===== src/rtl/adder_eval_pkg.sv =====
// Shared types and width helpers for the approximate-adder error evaluator.
package adder_eval_pkg;

  typedef enum logic [1:0] {
    IDLE  = 2'd0,
    RUN   = 2'd1,
    DRAIN = 2'd2,
    DONE  = 2'd3
  } state_t;

  // Mismatch counter must hold 2^n_in itself, hence one extra bit.
  function automatic int err_cnt_width(input int n_in);
    return n_in + 1;
  endfunction

  function automatic int sum_width(input int n_in, input int n_out);
    return n_in + n_out;
  endfunction

  localparam int DEF_N_IN  = 8;
  localparam int DEF_N_OUT = 5;
  localparam int ERR_CNT_W = err_cnt_width(DEF_N_IN);
  localparam int SUM_W     = sum_width(DEF_N_IN, DEF_N_OUT);

endpackage


===== src/rtl/adder_err_eval_if.sv =====
// Evaluator bus: control handshake, stimulus/response to the adder under test,
// and the metric outputs. First-fail signals exist only with ADDER_ERR_FIRST_FAIL_EN.
interface adder_err_eval_if #(
  parameter int N_IN  = 8,
  parameter int N_OUT = 5
);
  logic                                              start;
  logic                                              busy;
  logic                                              done;
  logic [N_IN-1:0]                                   vec_o;
  logic [N_OUT-1:0]                                  approx_i;
  logic [adder_eval_pkg::err_cnt_width(N_IN)-1:0]    err_cnt;
  logic [N_OUT-1:0]                                  max_err;
  logic [adder_eval_pkg::sum_width(N_IN, N_OUT)-1:0] sum_err;
  logic                                              pass;
`ifdef ADDER_ERR_FIRST_FAIL_EN
  logic                                              first_fail_vld;
  logic [N_IN-1:0]                                   first_fail_vec;
`endif

  modport master (
    input  start, approx_i,
    output busy, done, vec_o, err_cnt, max_err, sum_err, pass
`ifdef ADDER_ERR_FIRST_FAIL_EN
    , output first_fail_vld, first_fail_vec
`endif
  );

  modport slave (
    output start, approx_i,
    input  busy, done, vec_o, err_cnt, max_err, sum_err, pass
`ifdef ADDER_ERR_FIRST_FAIL_EN
    , input first_fail_vld, first_fail_vec
`endif
  );
endinterface


===== src/rtl/adder_err_acc.sv =====
// Registered compare stage plus error accumulators for one sweep.
// Optional first-fail capture is enabled by ADDER_ERR_FIRST_FAIL_EN.
module adder_err_acc
  import adder_eval_pkg::*;
#(
  parameter int N_IN  = 8,
  parameter int N_OUT = 5
) (
  input  logic                                clk,
  input  logic                                rst_n,
  input  logic                                clear,
  input  logic                                cap_en,
  input  logic [N_IN-1:0]                     vec,
  input  logic [N_OUT-1:0]                    approx,
  output logic [err_cnt_width(N_IN)-1:0]      err_cnt,
  output logic [N_OUT-1:0]                    max_err,
  output logic [sum_width(N_IN, N_OUT)-1:0]   sum_err
`ifdef ADDER_ERR_FIRST_FAIL_EN
  ,
  output logic                                first_fail_vld,
  output logic [N_IN-1:0]                     first_fail_vec
`endif
);

  localparam int CW   = err_cnt_width(N_IN);
  localparam int SW   = sum_width(N_IN, N_OUT);
  localparam int HALF = N_IN / 2;

  logic              cap_vld;
  logic [N_IN-1:0]   cap_vec;
  logic [N_OUT-1:0]  cap_approx;

  logic [N_OUT-1:0]  exact;
  logic signed [N_OUT:0] delta;
  logic signed [N_OUT:0] abs_delta;
  logic [N_OUT-1:0]  diff;

  always_comb begin
    // NOTE: every always_comb output gets a default first, so no path can infer a latch.
    exact     = N_OUT'(cap_vec[HALF-1:0]) + N_OUT'(cap_vec[N_IN-1:HALF]);
    delta     = $signed({1'b0, exact}) - $signed({1'b0, cap_approx});
    abs_delta = delta;
    if (delta[N_OUT]) abs_delta = -delta;
    diff      = abs_delta[N_OUT-1:0];
  end

  // NOTE: sequential state uses non-blocking assignments so every register samples pre-edge values.
  always_ff @(posedge clk or negedge rst_n) begin
    if (!rst_n) begin
      cap_vld    <= 1'b0;
      cap_vec    <= '0;
      cap_approx <= '0;
      err_cnt    <= '0;
      max_err    <= '0;
      sum_err    <= '0;
    end else if (clear) begin
      cap_vld <= 1'b0;
      err_cnt <= '0;
      max_err <= '0;
      sum_err <= '0;
    end else begin
      cap_vld <= cap_en;
      if (cap_en) begin
        cap_vec    <= vec;
        cap_approx <= approx;
      end
      if (cap_vld) begin
        if (diff != '0) err_cnt <= err_cnt + CW'(1);
        if (diff > max_err) max_err <= diff;
        sum_err <= sum_err + SW'(diff);
      end
    end
  end

`ifdef ADDER_ERR_FIRST_FAIL_EN
  always_ff @(posedge clk or negedge rst_n) begin
    if (!rst_n) begin
      first_fail_vld <= 1'b0;
      first_fail_vec <= '0;
    end else if (clear) begin
      first_fail_vld <= 1'b0;
      first_fail_vec <= '0;
    end else if (cap_vld && diff != '0 && !first_fail_vld) begin
      first_fail_vld <= 1'b1;
      first_fail_vec <= cap_vec;
    end
  end
`endif

endmodule


===== src/rtl/adder_err_eval.sv =====
// Exhaustive error evaluator: sweeps every input vector through an approximate adder.
// Optional first-fail capture is enabled by ADDER_ERR_FIRST_FAIL_EN.
module adder_err_eval
  import adder_eval_pkg::*;
#(
  parameter int N_IN  = 8,
  parameter int N_OUT = 5,
  parameter int ET    = 3
) (
  input  logic            clk,
  input  logic            rst_n,
  adder_err_eval_if.master bus
);

  localparam logic [N_OUT-1:0] ET_W = N_OUT'(ET);

  state_t          state;
  logic [N_IN-1:0] vec;
  logic            busy;
  logic            done;
  logic            clear;
  logic            cap_en;

  always_ff @(posedge clk or negedge rst_n) begin
    if (!rst_n) begin
      state <= IDLE;
      vec   <= '0;
      busy  <= 1'b0;
      done  <= 1'b0;
    end else begin
      done <= 1'b0;
      case (state)
        IDLE: if (bus.start) begin
          state <= RUN;
          vec   <= '0;
          busy  <= 1'b1;
        end
        // The last vector holds on vec while its capture drains through the compare stage.
        RUN: if (&vec) state <= DRAIN;
             else      vec   <= vec + N_IN'(1);
        DRAIN: begin
          state <= DONE;
          done  <= 1'b1;
        end
        DONE: begin
          state <= IDLE;
          busy  <= 1'b0;
        end
        default: state <= IDLE;
      endcase
    end
  end

  assign clear  = (state == IDLE) && bus.start;
  assign cap_en = (state == RUN);

  assign bus.vec_o = vec;
  assign bus.busy  = busy;
  assign bus.done  = done;
  assign bus.pass  = (bus.max_err <= ET_W);

  adder_err_acc #(
    .N_IN  (N_IN),
    .N_OUT (N_OUT)
  ) u_acc (
    .clk            (clk),
    .rst_n          (rst_n),
    .clear          (clear),
    .cap_en         (cap_en),
    .vec            (vec),
    .approx         (bus.approx_i),
    .err_cnt        (bus.err_cnt),
    .max_err        (bus.max_err),
    .sum_err        (bus.sum_err)
`ifdef ADDER_ERR_FIRST_FAIL_EN
    ,
    .first_fail_vld (bus.first_fail_vld),
    .first_fail_vec (bus.first_fail_vec)
`endif
  );

endmodule

===== src/flat_wrapper.sv =====
// flat-port wrapper written by rule: the top's interface ports become plain ports
module adder_err_eval_flat import adder_eval_pkg::*;
#(
  parameter int N_IN  = 8,
  parameter int N_OUT = 5,
  parameter int ET    = 3
)
  (clk, rst_n, bus_start, bus_approx_i, bus_busy, bus_done, bus_vec_o, bus_err_cnt, bus_max_err, bus_sum_err, bus_pass);
  adder_err_eval_if #(.N_IN(N_IN), .N_OUT(N_OUT)) bus_i ();
  input  logic clk;
  input  logic rst_n;
  input wire logic [$bits(bus_i.start)-1:0] bus_start;
  input wire logic [$bits(bus_i.approx_i)-1:0] bus_approx_i;
  output wire logic [$bits(bus_i.busy)-1:0] bus_busy;
  output wire logic [$bits(bus_i.done)-1:0] bus_done;
  output wire logic [$bits(bus_i.vec_o)-1:0] bus_vec_o;
  output wire logic [$bits(bus_i.err_cnt)-1:0] bus_err_cnt;
  output wire logic [$bits(bus_i.max_err)-1:0] bus_max_err;
  output wire logic [$bits(bus_i.sum_err)-1:0] bus_sum_err;
  output wire logic [$bits(bus_i.pass)-1:0] bus_pass;
  assign bus_i.start = bus_start;
  assign bus_i.approx_i = bus_approx_i;
  assign bus_busy = bus_i.busy;
  assign bus_done = bus_i.done;
  assign bus_vec_o = bus_i.vec_o;
  assign bus_err_cnt = bus_i.err_cnt;
  assign bus_max_err = bus_i.max_err;
  assign bus_sum_err = bus_i.sum_err;
  assign bus_pass = bus_i.pass;
  adder_err_eval #(.N_IN(N_IN), .N_OUT(N_OUT), .ET(ET)) u_core (.clk(clk), .rst_n(rst_n), .bus(bus_i));
endmodule

===== config.mk =====
export PLATFORM = sky130hd
export DESIGN_NAME = adder_err_eval_flat
export DESIGN_NICKNAME = d
export VERILOG_FILES = /design/src/rtl/adder_eval_pkg.sv /design/src/rtl/adder_err_eval_if.sv /design/src/rtl/adder_err_acc.sv /design/src/rtl/adder_err_eval.sv /design/src/flat_wrapper.sv
export SDC_FILE = /design/constraint.sdc
export NUM_CORES = 1
export LEC_CHECK = 0
export BUFFER_PORTS_ARGS = -buffer_cell sky130_fd_sc_hd__buf_2
export CAP_MARGIN = 20
export CORE_MARGIN = 5
export CORE_UTILIZATION = 25
export DETAILED_ROUTE_END_ITERATION = 7
export GPL_TIMING_DRIVEN = 0
export SYNTH_ARGS = -nofsm -noshare
export SYNTH_HDL_FRONTEND = slang
export SYNTH_SLANG_ARGS = --single-unit

===== constraint.sdc =====
create_clock -name clk -period 4.05 [get_ports clk]
set_input_delay 0.2025 -clock clk [delete_from_list [all_inputs] [get_ports clk]]
set_output_delay 0.2025 -clock clk [all_outputs]
set_load 0.005 [all_outputs]

==> results.ini, run 1 <==
[synthesis]
yosysUniqueCellTypes=40
synth.cell_area_um2=3123
syn_inst=327
synth_adder_area_share_pct=12.42
synth-xor-area-share_pct=4.487
synth_edf_count=0
synth_simple_gate_area_share_pct=15.87
synth_top_family_by_area=simple AND/OR/NAND/NOR gates
synthesis.nets=363
ys.warnings.count=0
ys_async_sr_fraction_pct=100.0
synth_seq_area_share_pct=42.47
ys_ff_latch=53
synth_area_per_cell_um2=9.550
synthFlopType=dfrtp_1
synth_compound_area_share_pct=13.10
synth.mux.area_fraction_pct=5.889

[die]
core_um2=12110
rows=40
dieArea_um2=14830
die_w_um=121.8
io_pins=46
dieHeight_um=121.8
start_util_pct=25.79

[critical_path]
worstPathMaxFanout=5
critPathTopFamily=adder cells
worstPathCellList=fa_1 > inv_2 > fa_1 > inv_1 > ha_2 > o211ai_1 > mux2_4 > a221oi_4 > xnor2_2 > clkbuf_8 > ha_4 > and2_4 > o21ai_2 > or3_1 > a21oi_1
worstSetupEndpoint=u_core.u_acc.sum_err[10]
cpMaxStageDelayCell=fa_1
cp_slowest_stage_delay_ps=570
timing.critical_path.mode_cell=fa_1
cp.arrival_ps=4050
crit_buf_inv=3
rr_startpoint=u_core.u_acc.cap_approx[1]
crit_path_start=u_core.u_acc.cap_approx[1]
reg2reg_to=u_core.u_acc.sum_err[10]
ff2ff_setup_slack_ps=210
critPathLaunchType=flop
cp.depth=15
worstPathRequired_ps=4260
critPathKind=reg -> reg
reg2reg_depth=15
end_kind=flop

[final_layout]
n_fill_cell=1286
layout_common_cells=dfrtp_1, buf_2, inv_1, nor2_1, nand2_1
fin_util_pct=32.06
drive_gt1_share_pct=21.96
antenna_cells=0
final_common_cell=dfrtp_1
nNetsFinal=423
area_growth_pct=24.32

[routing]
drtIter0Drc=117
postRouteAntennaNets=0
wl_per_cell_um=12.99
drt_wl_total_um=7212
vias=2530
drcViolationCount=0
drt-vias-per-instance=4.559
first_pass_iters=4

[sta]
hold_violations=0
setup_viol=0
tightest_slew_ps=741.3
finalCriticalPeriod_ps=3835
fmax_mhz=260.7
slew_headroom_pct=50.28
report.final.slew_viol_count=0
period_share_pct=94.70
skew_ps=3.284
rsz0062_at_grt=false

[clock_tree]
ctsLongestPathBuffers=2
tritoncts=done
clkLatencyLatePin_ps=290
root_buffer=clkbuf_16
clock_sinks=53
htreeDepth=2
cts_buffers=5
path_clk_slew_ps=70

[global_route]
grt_antenna_before_repair=0
grt_overflow=0
grt_use_total_pct=9.940
grt_first_pass_wirelength_um=11870
grt_max_degree=28
grt_pass1_vias=2443

[place]
hpwl_um=5417
gp_congestion=0.8028
port_buffers=45

[status]
outcome=finished clean

[worst_hold_path]
holdCritPathClass=in -> reg

[flow_run]
cap_violations=0

cell usage after synthesis, types with 2 or more instances:
cell / instances / area, µm²
dfrtp_1: 53 / 1326
inv_1: 34 / 127.6
nor2_1: 33 / 123.9
nand2_1: 29 / 108.9
o21ai_0: 27 / 135.1
ha_1: 23 / 287.8
a21oi_1: 10 / 50.05
xor2_1: 10 / 87.58
a22o_1: 8 / 70.07
clkbuf_1: 8 / 30.03
mux2i_1: 8 / 80.08
nand3_1: 8 / 40.04
nor3_1: 8 / 40.04
mux2_2: 6 / 67.56
or3_1: 6 / 37.54
xnor2_1: 6 / 52.55
fa_1: 5 / 100.1
nand4_1: 5 / 31.28
and3_1: 4 / 25.02
a211oi_1: 3 / 22.52
a21o_1: 3 / 22.52
and4_1: 3 / 26.28
nor2b_1: 3 / 18.77
o22ai_1: 3 / 18.77
and2_1: 2 / 12.51
buf_6: 2 / 22.52
mux2_1: 2 / 22.52
o211ai_1: 2 / 15.01
o21a_1: 2 / 15.01
metrics by stage:
stage               setup TNS [ps]  worst slack [ps]  area (µm²)  hold WS [ps]  cells
CTS                              0             20.06        3785         141.2    552
floorplan                        0             75.18        3127        -93.09    327
finish                           0             214.7        3882         140.4    555
global route                     0             13.02        3882         149.8    555
detailed placement           -4876            -524.9        3582         267.0    541
global placement             -3794            -469.9        3562         440.5    540
area by class of cell:
type                       instances  area [µm²]  area share (%)
clock buffer                       7       142.6           3.674
sequential                        53        1326           34.16
inverter                          34       127.6           3.287
buffer                            10       62.56           1.611
timing repair buffer              53       304.0           7.831
tap                              168       210.2           5.414
multi-input combinational        230        1709           44.02
layer usage:
metal / up-vias / routed length (µm) / global-route usage [%]
met4: 0 / 92 / 2.731
met3: 8 / 329 / 2.507
met5: - / 0 / 0
met1: 1225 / 3456 / 13.04
met2: 53 / 3334 / 16.30
li1: 1244 / - / -
worst min-delay path, stage by stage:
cell	delay (ps)
buf_2	90
nand2_1	40
o21ai_0	60
how the worst min path moves through the flow:
stage	slack, ps	to	start	cells past startpoint
2_1_floorplan	-90	u_core.bus.busy	rst_n	0
3_3_place_gp	440	u_core.u_acc.cap_approx[4]	bus_approx_i[4]	3
3_5_place_dp	270	u_core.u_acc.sum_err[1]	rst_n	1
4_1_cts	140	u_core.u_acc.cap_approx[3]	bus_approx_i[3]	2
5_1_grt	150	u_core.u_acc.cap_approx[3]	bus_approx_i[3]	2
6_report	140	u_core.u_acc.cap_approx[4]	bus_approx_i[4]	3
flip-flops by register name, summed over array words and instances (netlist names):
signal                   cells
u_core.bus.busy              1
u_core.bus.done              1
u_core.bus.vec_o             8
u_core.state                 2
u_core.u_acc.cap_approx      5
u_core.u_acc.cap_vec         8
u_core.u_acc.cap_vld         1
u_core.u_acc.err_cnt         9
u_core.u_acc.max_err         5
u_core.u_acc.sum_err        13
timing repair:
item	CTS	global route
resized for setup	7	15
pin swaps	0	6
setup buffers	3	3
hold endpoints to repair	26	0
setup endpoints to repair	14	13
hold buffers	1	0
cells by family after synthesis:
kind of cell / Yosys count
buffers and inverters: 44
DFF: 53
adders and majority gates: 28
muxes: 17
and+or+nand+nor: 105
AOI/OAI and AO/OA: 64
xor gates and xnor gates: 16
Power of run 1 is left out: the tool's default activity adds up to more than one toggle a clock period on the data nets, which glitch-free logic cannot reach.
==> inputs of run 2 (changes only) <==
==> constraint.sdc (replaced) <==
create_clock -name clk -period 4.05 [get_ports clk]
set_input_delay 1.215 -clock clk [delete_from_list [all_inputs] [get_ports clk]]
set_output_delay 1.215 -clock clk [all_outputs]
set_load 0.005 [all_outputs]
==> run 2 against run 1 <==
Highest routed layer unchanged. Global-route usage stayed put. Utilization is 0.083 points lower. Setup slack better by 2.0 ps. Die area stayed put. Via count is 0.16% higher. Clock skew hardly changed. First-iteration DRC count is 5.1% lower. Critical endpoint unchanged. Largest cell class unchanged. Sequential share of layout area is 0.088 points higher.
==> results.ini, run 2 (synthesized netlist as in run 1, its figures left out) <==
[final_layout]
nNetsFinal=422  ; was 423
largest_reg_flops=13  ; unchanged
area_growth_pct=24.00  ; was 24.32%
largest-register=u_core.u_acc.sum_err  ; unchanged
final_area_um2=3872  ; was 3882 µm²
final_common_cell=dfrtp_1  ; unchanged
antenna_cells=0  ; unchanged
reg_top3=u_core.u_acc.sum_err x13, u_core.u_acc.err_cnt x9  ; unchanged
drive_gt1_share_pct=22.02  ; was 21.96%
layout_common_cells=dfrtp_1, buf_2, inv_1, nor2_1, nand2_1  ; unchanged

[clock_tree]
clock_sinks=53  ; unchanged
tritoncts=done  ; unchanged
ctsLongestPathBuffers=2  ; unchanged
cts_buffers=5  ; unchanged
path_clk_slew_ps=60  ; was 70 ps
htreeDepth=2  ; unchanged
root_buffer=clkbuf_16  ; unchanged
clkLatencyLatePin_ps=290  ; about the same
hold_buffers=0  ; was 1

[critical_path]
worstPathRequired_ps=4270  ; was 4260 ps
ff2ff_setup_slack_ps=220  ; was 210 ps
cp.arrival_ps=4050  ; about the same
rr_startpoint=u_core.u_acc.cap_approx[1]  ; unchanged
crit_path_start=u_core.u_acc.cap_approx[1]  ; unchanged
end_kind=flop  ; unchanged
worstPathMaxFanout=5  ; unchanged
critPathLaunchType=flop  ; unchanged
critPathKind=reg -> reg  ; unchanged

[die]
rows=40  ; unchanged
core_um2=12110  ; unchanged
dieHeight_um=121.8  ; unchanged
dieArea_um2=14830  ; unchanged
io_pins=46  ; unchanged
start_util_pct=25.79  ; unchanged
die_w_um=121.8  ; unchanged

[worst_hold_path]
holdCritPathClass=reg -> reg  ; was in -> reg
hold_start=u_core.bus.busy  ; was bus_approx_i[4]

[sta]
fmax_mhz=260.9  ; was 260.7 MHz
setup_viol=0  ; unchanged
period_share_pct=94.65  ; was 94.70%
hold_violations=0  ; unchanged
rsz0062_at_grt=false  ; unchanged
skew_ps=3.716  ; was 3.284 ps
slew_headroom_pct=51.18  ; was 50.28%
tightest_slew_ps=727.8  ; was 741.3 ps
finalCriticalPeriod_ps=3833  ; was 3835 ps
report.final.slew_viol_count=0  ; unchanged

[global_route]
grt_first_pass_wirelength_um=11870  ; unchanged
grt_max_degree=28  ; unchanged
grt_use_total_pct=9.940  ; unchanged
grt_pass1_vias=2443  ; unchanged
grt_antenna_before_repair=0  ; unchanged
grt_overflow=0  ; unchanged

[routing]
wl_per_cell_um=13.01  ; was 12.99 µm
drt_wl_total_um=7205  ; was 7212 µm
drtIter0Drc=111  ; was 117
vias=2534  ; was 2,530
drcViolationCount=0  ; unchanged
drt-vias-per-instance=4.574  ; was 4.559
first_pass_iters=4  ; unchanged
postRouteAntennaNets=0  ; unchanged

[status]
outcome=finished clean  ; unchanged

[flow_run]
cap_violations=0  ; unchanged

[place]
hpwl_um=5417  ; unchanged
gp_congestion=0.8028  ; unchanged
dpl_cell_area_um2=3582  ; unchanged
port_buffers=45  ; unchanged

-- run 2: worst paths after layout --
kind,cells past startpoint,to
min,2,u_core.bus.busy
max,15,u_core.u_acc.sum_err[10]
max in group asynchronous,2,u_core.state[1]
max reg2reg,15,u_core.u_acc.sum_err[10]
min in group asynchronous,1,u_core.u_acc.sum_err[1]
min reg2reg,2,u_core.bus.busy
-- run 2: repair_timing --
| action | CTS | global route |
|---|---|---|
| resized for setup | 7 | 15 |
| pin swaps | 0 | 6 |
| endpoints found under the setup margin | 14 | 13 |
| setup buffers | 3 | 3 |
| endpoints found under the hold margin | 0 | 0 |
-- run 2: cell type report --
cell class | count | area, µm²
Fill cell | 1287 | 8239
Sequential cell | 53 | 1326
Multi-Input combinational cell | 230 | 1709
Buffer | 10 | 62.56
Clock buffer | 7 | 142.6
Tap cell | 168 | 210.2
Timing Repair Buffer | 52 | 294.0
Inverter | 34 | 127.6
-- run 2: stage by stage --
step / instances / worst slack, ps / hold WS, ps / setup TNS, ps / util, %
after floorplan: 327 / 75.18 / 484.9 / 0 / -
after global placement: 540 / -469.9 / 489.1 / -3794 / 29.41
after detailed placement: 541 / -524.9 / 501.1 / -4876 / 29.58
after CTS: 551 / 20.06 / 516.9 / 0 / 31.17
after global routing: 554 / 13.02 / 552.3 / 0 / 31.97
final: 554 / 216.8 / 511.4 / 0 / 31.97
-- run 2: layer usage --
layer	track usage [%]	routed length (µm)
met5	0	0
met3	2.553	364
met1	13.01	3424
met2	16.30	3331
met4	2.731	85
-- run 2: worst max-delay path, stage by stage (launching register included) --
cell,delay [ps]
dfrtp_1,400
fa_1,570
inv_2,50
fa_1,550
inv_1,60
ha_2,200
o211ai_1,110
mux2_4,340
a221oi_4,220
xnor2_2,100
clkbuf_8,170
ha_4,270
and2_4,140
o21ai_2,80
or3_1,360
a21oi_1,140
Power of run 2 is left out for the same reason.
